### src/rtl/shifter_pipe_n_if.sv
// -----------------------------------------------------------------------------
// shifter_pipe_n_if
// Purpose : bundles the upstream (operation) and downstream (result) handshake
//           of the pipelined barrel shifter into one interface.
// Signals :
//   in_valid / in_ready   upstream handshake
//   in_data  [WIDTH]      operand
//   amt      [LOG2W]      shift amount 0..WIDTH-1
//   mode     [2]          00 LSL, 01 LSR, 10 ASR, 11 ROR
//   tag      [TAG_W]      opaque sideband carried with the operation
//   out_valid / out_ready downstream handshake
//   out_data [WIDTH]      shifted result
//   out_tag  [TAG_W]      tag belonging to out_data
//   out_zero              high when out_data == 0
// Modports: master = producer/consumer side (testbench, surrounding datapath),
//           slave  = the shifter itself.
// -----------------------------------------------------------------------------
interface shifter_pipe_n_if #(
  parameter int WIDTH = 32,
  parameter int TAG_W = 4
);
  localparam int LOG2W = $clog2(WIDTH);

  logic             in_valid;
  logic             in_ready;
  logic [WIDTH-1:0] in_data;
  logic [LOG2W-1:0] amt;
  logic [1:0]       mode;
  logic [TAG_W-1:0] tag;
  logic             out_valid;
  logic             out_ready;
  logic [WIDTH-1:0] out_data;
  logic [TAG_W-1:0] out_tag;
  logic             out_zero;

  modport master (
    output in_valid, in_data, amt, mode, tag, out_ready,
    input  in_ready, out_valid, out_data, out_tag, out_zero
  );

  modport slave (
    input  in_valid, in_data, amt, mode, tag, out_ready,
    output in_ready, out_valid, out_data, out_tag, out_zero
  );
endinterface

### src/rtl/shifter_pipe_n.sv
// -----------------------------------------------------------------------------
// shifter_pipe_n
// Purpose : parametrised, pipelined barrel shifter with valid/ready flow
//           control. LOG2W stages; stage k shifts by 2^k when the current
//           amount bit is set. Modes: LSL, LSR, ASR, ROR.
// Ports   :
//   i_clk   rising-edge clock
//   i_rst   asynchronous, active-high reset; drops every in-flight entry
//   bus     shifter_pipe_n_if.slave (operation in, result out, see interface)
// Latency : LOG2W cycles, one operation per cycle, LOG2W entries of buffering.
// -----------------------------------------------------------------------------
module shifter_pipe_n #(
  parameter int WIDTH = 32,
  parameter int TAG_W = 4
) (
  input  logic               i_clk,
  input  logic               i_rst,
  shifter_pipe_n_if.slave    bus
);
  localparam int LOG2W = $clog2(WIDTH);

  // Source of each stage: index 0 is the upstream port, index k>0 is stage k-1.
  logic [LOG2W-1:0]                w_src_valid;
  logic [LOG2W-1:0][WIDTH-1:0]     w_src_data;
  logic [LOG2W-1:0][LOG2W-1:0]     w_src_amt;
  logic [LOG2W-1:0][1:0]           w_src_mode;
  logic [LOG2W-1:0][TAG_W-1:0]     w_src_tag;

  logic [LOG2W-1:0]                w_valid;  // occupancy of every stage
  logic [LOG2W:0]                  w_load;   // load enable; [LOG2W] = downstream

  assign w_src_valid[0] = bus.in_valid;
  assign w_src_data[0]  = bus.in_data;
  assign w_src_amt[0]   = bus.amt;
  assign w_src_mode[0]  = bus.mode;
  assign w_src_tag[0]   = bus.tag;

  // A stage loads when it is empty or its successor loads this cycle, so
  // bubbles collapse during a stall while held entries stay put.
  always_comb begin
    w_load         = '0;
    w_load[LOG2W]  = bus.out_ready;
    for (int k = LOG2W - 1; k >= 0; k--) begin
      w_load[k] = ~w_valid[k] | w_load[k+1];
    end
  end

  assign bus.in_ready = w_load[0];

  for (genvar gi = 0; gi < LOG2W; gi++) begin : g_stage
    localparam int SHIFT = 1 << gi;

    logic             r_valid;
    logic [WIDTH-1:0] r_data;
    logic [TAG_W-1:0] r_tag;
    logic [WIDTH-1:0] w_shifted;

    // The amount is shifted down one bit per stage, so bit 0 is always the
    // decision bit for the stage that sees it.
    always_comb begin
      w_shifted = w_src_data[gi];
      if (w_src_amt[gi][0]) begin
        case (w_src_mode[gi])
          2'b00:   w_shifted = w_src_data[gi] << SHIFT;
          2'b01:   w_shifted = w_src_data[gi] >> SHIFT;
          // Earlier ASR stages keep the MSB, so the local MSB is the sign.
          2'b10:   w_shifted = $signed(w_src_data[gi]) >>> SHIFT;
          default: w_shifted = (w_src_data[gi] >> SHIFT) |
                               (w_src_data[gi] << (WIDTH - SHIFT));
        endcase
      end
    end

    // Payload only moves with a valid entry, so undriven operands on idle
    // cycles never reach the registers and never touch a valid bit.
    always_ff @(posedge i_clk or posedge i_rst) begin
      if (i_rst) begin
        r_valid <= 1'b0;
        r_data  <= '0;
        r_tag   <= '0;
      end else if (w_load[gi]) begin
        r_valid <= w_src_valid[gi];
        if (w_src_valid[gi]) begin
          r_data <= w_shifted;
          r_tag  <= w_src_tag[gi];
        end
      end
    end

    assign w_valid[gi] = r_valid;

    if (gi < LOG2W - 1) begin : g_fwd
      logic [LOG2W-1:0] r_amt;
      logic [1:0]       r_mode;

      always_ff @(posedge i_clk or posedge i_rst) begin
        if (i_rst) begin
          r_amt  <= '0;
          r_mode <= '0;
        end else if (w_load[gi] && w_src_valid[gi]) begin
          r_amt  <= w_src_amt[gi] >> 1;
          r_mode <= w_src_mode[gi];
        end
      end

      assign w_src_valid[gi+1] = r_valid;
      assign w_src_data[gi+1]  = r_data;
      assign w_src_amt[gi+1]   = r_amt;
      assign w_src_mode[gi+1]  = r_mode;
      assign w_src_tag[gi+1]   = r_tag;
    end else begin : g_last
      assign bus.out_valid = r_valid;
      assign bus.out_data  = r_data;
      assign bus.out_tag   = r_tag;
      assign bus.out_zero  = ~|r_data;
    end
  end

  // The last stage only consumes bit 0 of its remaining amount; the upper
  // bits are always zero by then.
  logic w_unused_amt_hi;
  assign w_unused_amt_hi = ^w_src_amt[LOG2W-1][LOG2W-1:1];
endmodule

### src/flat_wrapper.sv
// flat-port wrapper written by rule: the top's interface ports become plain ports
module shifter_pipe_n_flat 
#(
  parameter int WIDTH = 32,
  parameter int TAG_W = 4
)
  (i_clk, i_rst, bus_in_valid, bus_in_data, bus_amt, bus_mode, bus_tag, bus_out_ready, bus_in_ready, bus_out_valid, bus_out_data, bus_out_tag, bus_out_zero);
  shifter_pipe_n_if #(.WIDTH(WIDTH), .TAG_W(TAG_W)) bus_i ();
  input  logic i_clk;
  input  logic i_rst;
  input wire logic [$bits(bus_i.in_valid)-1:0] bus_in_valid;
  input wire logic [$bits(bus_i.in_data)-1:0] bus_in_data;
  input wire logic [$bits(bus_i.amt)-1:0] bus_amt;
  input wire logic [$bits(bus_i.mode)-1:0] bus_mode;
  input wire logic [$bits(bus_i.tag)-1:0] bus_tag;
  input wire logic [$bits(bus_i.out_ready)-1:0] bus_out_ready;
  output wire logic [$bits(bus_i.in_ready)-1:0] bus_in_ready;
  output wire logic [$bits(bus_i.out_valid)-1:0] bus_out_valid;
  output wire logic [$bits(bus_i.out_data)-1:0] bus_out_data;
  output wire logic [$bits(bus_i.out_tag)-1:0] bus_out_tag;
  output wire logic [$bits(bus_i.out_zero)-1:0] bus_out_zero;
  assign bus_i.in_valid = bus_in_valid;
  assign bus_i.in_data = bus_in_data;
  assign bus_i.amt = bus_amt;
  assign bus_i.mode = bus_mode;
  assign bus_i.tag = bus_tag;
  assign bus_i.out_ready = bus_out_ready;
  assign bus_in_ready = bus_i.in_ready;
  assign bus_out_valid = bus_i.out_valid;
  assign bus_out_data = bus_i.out_data;
  assign bus_out_tag = bus_i.out_tag;
  assign bus_out_zero = bus_i.out_zero;
  shifter_pipe_n #(.WIDTH(WIDTH), .TAG_W(TAG_W)) u_core (.i_clk(i_clk), .i_rst(i_rst), .bus(bus_i));
endmodule
### config.mk
export PLATFORM = sky130hd
export DESIGN_NAME = shifter_pipe_n_flat
export DESIGN_NICKNAME = d
export VERILOG_FILES = /design/src/rtl/shifter_pipe_n_if.sv /design/src/rtl/shifter_pipe_n.sv /design/src/flat_wrapper.sv
export SDC_FILE = /design/constraint.sdc
export NUM_CORES = 1
export LEC_CHECK = 0
export ABC_AREA = 1
export CAP_MARGIN = 20
export CORE_ASPECT_RATIO = 1.1
export CORE_MARGIN = 1
export CORE_UTILIZATION = 59
export DETAILED_ROUTE_END_ITERATION = 12
export PLACE_DENSITY = 0.79
export SLEW_MARGIN = 20
export SYNTH_ARGS = -nofsm -noshare
export SYNTH_HDL_FRONTEND = slang
export SYNTH_SLANG_ARGS = --single-unit
export TNS_END_PERCENT = 100
### constraint.sdc
create_clock -name i_clk -period 8.8 [get_ports i_clk]
set_clock_uncertainty 0.1 [all_clocks]
set_input_delay 1.32 -clock i_clk [delete_from_list [all_inputs] [get_ports i_clk]]
set_output_delay 1.32 -clock i_clk [all_outputs]
set_load 0.05 [all_outputs]
== After elaboration in Yosys (flattened, before gate mapping) ==
Index checks and enable logic that the tools add are counted.
Cells by class
  bitwise operators: 15
  mux-type cells: 10
  equality and inequality tests: 10
  reductions and logical operators: 16
Operators by type and width (number)
  32-bit case mux with 3 select lines: 5
  32-bit two-way mux: 5
  16-bit by 32-bit bitwise OR with 32-bit output: 1
  24-bit by 32-bit bitwise OR with 32-bit output: 1
  28-bit by 32-bit bitwise OR with 32-bit output: 1
  30-bit by 32-bit bitwise OR with 32-bit output: 1
  31-bit by 32-bit bitwise OR with 32-bit output: 1
  32-bit OR reduction: 1
  2-bit by 1-bit equality test with 1-bit output (second input constant): 5
  2-bit equality test (second input constant): 5
  2-bit logical NOT: 5
  2-bit AND reduction: 5
  1-bit inverter: 5
  1-bit bitwise OR: 5
  1-bit logical AND: 4
  1-bit logical NOT: 1
Word-level totals
  register bits: 203
  output and inout bits: 39
  logic and storage cells: 74
  input port bits: 47

== Logic depth before layout (Yosys ltp) ==
  depth in word-level cells: 7
  mapped depth: 10
  mapped depth without buffers: 8

== Least setup slack after synthesis ==
OpenSTA, ideal clock, no wires.
  kind: input -> output
  from: input bus_out_ready
  to: output bus_in_ready
  stages on the path: 5
  data required time: 7380 ps
  arrival time: 2260 ps
  path buffers: 1
  setup slack: 5120 ps
  cells stage by stage: inv_1 > nand3_2 > nor2_2 > nand3_2 > clkbuf_1
Between the ends
  longest elaborated chain between the ends: 5
RTL lines
  start: declaration: RTL line flat_wrapper.sv:16  | input wire logic [$bits(bus_i.out_ready)-1:0] bus_out_ready;
  1-bit bitwise OR (5 in a row): RTL line shifter_pipe_n.sv:44  | w_load[k] = ~w_valid[k] | w_load[k+1];
  end: declaration: RTL line flat_wrapper.sv:17  | output wire logic [$bits(bus_i.in_ready)-1:0] bus_in_ready;
Every way passes these cells.

== Final worst setup path ==
Same ends and word-level chain as after synthesis.

==> impl_metrics.toml <==
[run_status]
status = "finished, final reports clean"

[worst_setup_path]
endpoint_kind = "primary output"
worstPathMaxFanout = 45
worstPathRequired_ns = 7.38
critPathTopFamily = "buffers and inverters"
cp_cell_sequence = "clkdlybuf4s50_1 > inv_1 > nand3_2 > nor2_2 > nand3_2 > clkdlybuf4s50_1"
slowest_delay_ns = 0.93
crit_slowest_cell = "clkdlybuf4s50_1"
crit_type = "input pin to primary output"
start_kind = "input pin"
critPathBufInv = 3
arrival_ns = 3.70

[die]
core_sq_mm = 0.0179
die_height_um = 145
io_pins = 86
die_w_um = 132
die-area_sq_mm = 0.0191
start_util_pct = 61.1
rows = 51

[global_route]
grt_pass1_vias = 9040
grt_first_pass_wirelength_mm = 43.0
grt_max_degree = 118
antenna_found_initial = 0
grt_overflow = 0
grt_usage_pct = 27.0

[synth]
synth-edff-count = 0
synth_cell_type_count = 30
yosysTopAreaCell = "dfrtp_1"
syn_area_sq_mm = 0.0110
synthArstFlopShare_pct = 100
synthTopCellsByArea = "dfrtp_1 46%, nand2_1 17%, o21ai_0 8.7%"
ys_seq_area_share_pct = 46.4
synth_top_cell_area_share_pct = 46.4
synthesis.nets = 1588
syn_area_per_cell_sq_um = 7.11
ys.flop_type = "dfrtp_1"
synth-seq-cells = 203
synth_warnings = 0
synthCells = 1541

[timing]
min_period_ns = 5.12
tightest_slew_ns = 1.11
max_freq_ghz = 0.195
maxSlewViolCount = 0
final_hold_viol_count = 0
rsz0062_at_grt = "false"
fin_crit_sh_pct = 58.2
tns_ns = 0
slew_headroom_pct = 25.6
setup_viol = 0

[power_and_ir_drop]
finalPower_mw = 4.22
p_leak_nw = 6.12
power.density_mw_per_mm2 = 341
vdd_drop_max_mv = 0.212

[finish]
area_growth_pct = 13.0
drive_gt1_share_pct = 3.75
finalNetCount = 1613
num-fill-cells = 1550
diodes = 0

[clocking]
cts.reportedPaths.clkPinSlew_ns = 0.06
cts_resized = 0
tritoncts = "yes"
cts-root-buf = "clkbuf_16"
clk_latency_ns = 0.49
clkSinkCount = 203
postCtsSetupRepairBufs = 0
holdBufCountCts = 0
clockBufferDepth = 3
htreeDepth = 1
numCtsBuffers = 21

[detailed_routing]
drt_first_iter_violations = 471
dr.pass1.iters = 5
wl_per_cell_um = 13.8
drt_wl_total_mm = 24.9
route.antenna.remaining_nets = 0
viasPerCell = 5.36
drcViolationCount = 0
vias = 9715

[hold_path]
holdCritPathClass = "register to register"

[place]
dpl.hpwl_mm = 17.7
port_buffers = 85
place_congestion = 0.835

[job]
drv_cap = 0
[state kept, by name (all words and copies together) (netlist names)]
| name | flops |
|---|---|
| u_core.g_stage.r_valid | 4 |
| u_core.g_stage.g_fwd.r_amt | 10 |
| u_core.g_stage.r_tag | 16 |
| u_core.g_stage.g_fwd.r_mode | 8 |
| u_core.g_stage.r_data | 128 |
| u_core.bus.out_tag | 4 |
| u_core.bus.out_valid | 1 |
| u_core.bus.out_data | 32 |
[cells in the mapped netlist (all sizes together) (14+ instances only)]
master  number
nand2      505
a22oi       16
clkbuf      40
nand3      159
o22ai       14
nor3        17
buf         54
inv        204
dfrtp      203
o21ai      233
a21oi       43
nor2        40
[layer usage]
layer	up-vias	part of all wire [%]	GRT usage [%]	wire, um
met3	52	3.4	2.73	845
met1	4468	43	33.5	10700
met2	237	50	48.4	12500
met4	0	3.6	10.3	892
met5	-	0	0	0
li1	4958	-	-	-
[logic make-up (layout without fill, tap and decap cells)]
| family | Yosys count | in the layout | synth area share, % |
|---|---|---|---|
| AOI/OAI and AO/OA | 309 | 309 | 15.0 |
| DFF | 203 | 203 | 46.4 |
| xor gates and xnor gates | 1 | 1 | 0.0799 |
| and+or+nand+nor | 728 | 728 | 27.5 |
| buffers and inverters | 300 | 334 | 11.1 |
[placed cells by master, fill, tap and decap left out, types with 3 or more instances in the layout]
master,n
a21oi_1,43
a22oi_1,16
buf_4,9
clkbuf_1,6
clkbuf_16,21
clkdlybuf4s50_1,85
dfrtp_1,203
inv_1,198
inv_2,5
nand2_1,500
nand2_2,3
nand3_1,157
nand4_1,5
nor2_1,37
nor2_2,3
nor3_1,17
o21ai_0,190
o21ai_1,39
o21ai_2,4
o22ai_1,14
[path summary, 6_finish.rpt]
| check | startpoint | endpoint | slack, ns | cells past startpoint |
|---|---|---|---|---|
| max | bus_out_ready | bus_in_ready | 3.68 | 6 |
| min | u_core.g_stage[0].g_fwd.r_amt[3] | u_core.g_stage[0].g_fwd.r_amt[3] | 0.38 | 2 |
| max reg2reg | u_core.bus.out_valid | u_core.g_stage[0].r_data[1] | 6.06 | 6 |
| min reg2reg | u_core.g_stage[0].g_fwd.r_amt[3] | u_core.g_stage[0].g_fwd.r_amt[3] | 0.38 | 2 |
| max in group asynchronous | i_rst | u_core.g_stage[0].r_data[17] | 6.13 | 3 |
| min in group asynchronous | i_rst | u_core.bus.out_tag[3] | 1.25 | 2 |
[per-stage QoR]
step | cells | cell area (sq um) | worst slack (ns) | utilization [%] | hold slack, ns
after floorplan | 1541 | 11000 | 1.84 | - | 0.342
after global placement | 1780 | 11800 | 3.70 | 65.5 | 0.357
after detailed placement | 1780 | 11800 | 3.68 | 65.5 | 0.363
after CTS | 1812 | 12400 | 3.68 | 69.0 | 0.378
after global routing | 1813 | 12400 | 3.49 | 69.1 | 0.392
final | 1813 | 12400 | 3.68 | 69.1 | 0.375
[tightest hold or removal path: stages (launching register included)]
cell,delay (ns)
dfrtp_1,0.34
nand2_1,0.05
nand2_1,0.05
[report_power, final]
| part | leakage (nW) | switching (mW) | internal (mW) |
|---|---|---|---|
| Sequential | 2.54 | 0.182 | 1.28 |
| Combinational | 3.29 | 1.35 | 0.587 |
| Clock | 0.298 | 0.342 | 0.481 |
| Total | 6.12 | 1.87 | 2.35 |
[layout make-up]
| type | instances | area (sq um) | share of cell area [%] |
|---|---|---|---|
| Multi-Input combinational cell | 1038 | 4670 | 37.7 |
| Timing Repair Buffer | 96 | 941 | 7.60 |
| Clock inverter | 3 | 42.5 | 0.344 |
| Sequential cell | 203 | 5080 | 41.0 |
| Inverter | 206 | 781 | 6.30 |
| Clock buffer | 29 | 576 | 4.65 |
| Tap cell | 238 | 298 | 2.40 |
No activity file was read; power rests on OpenSTA's default activity.
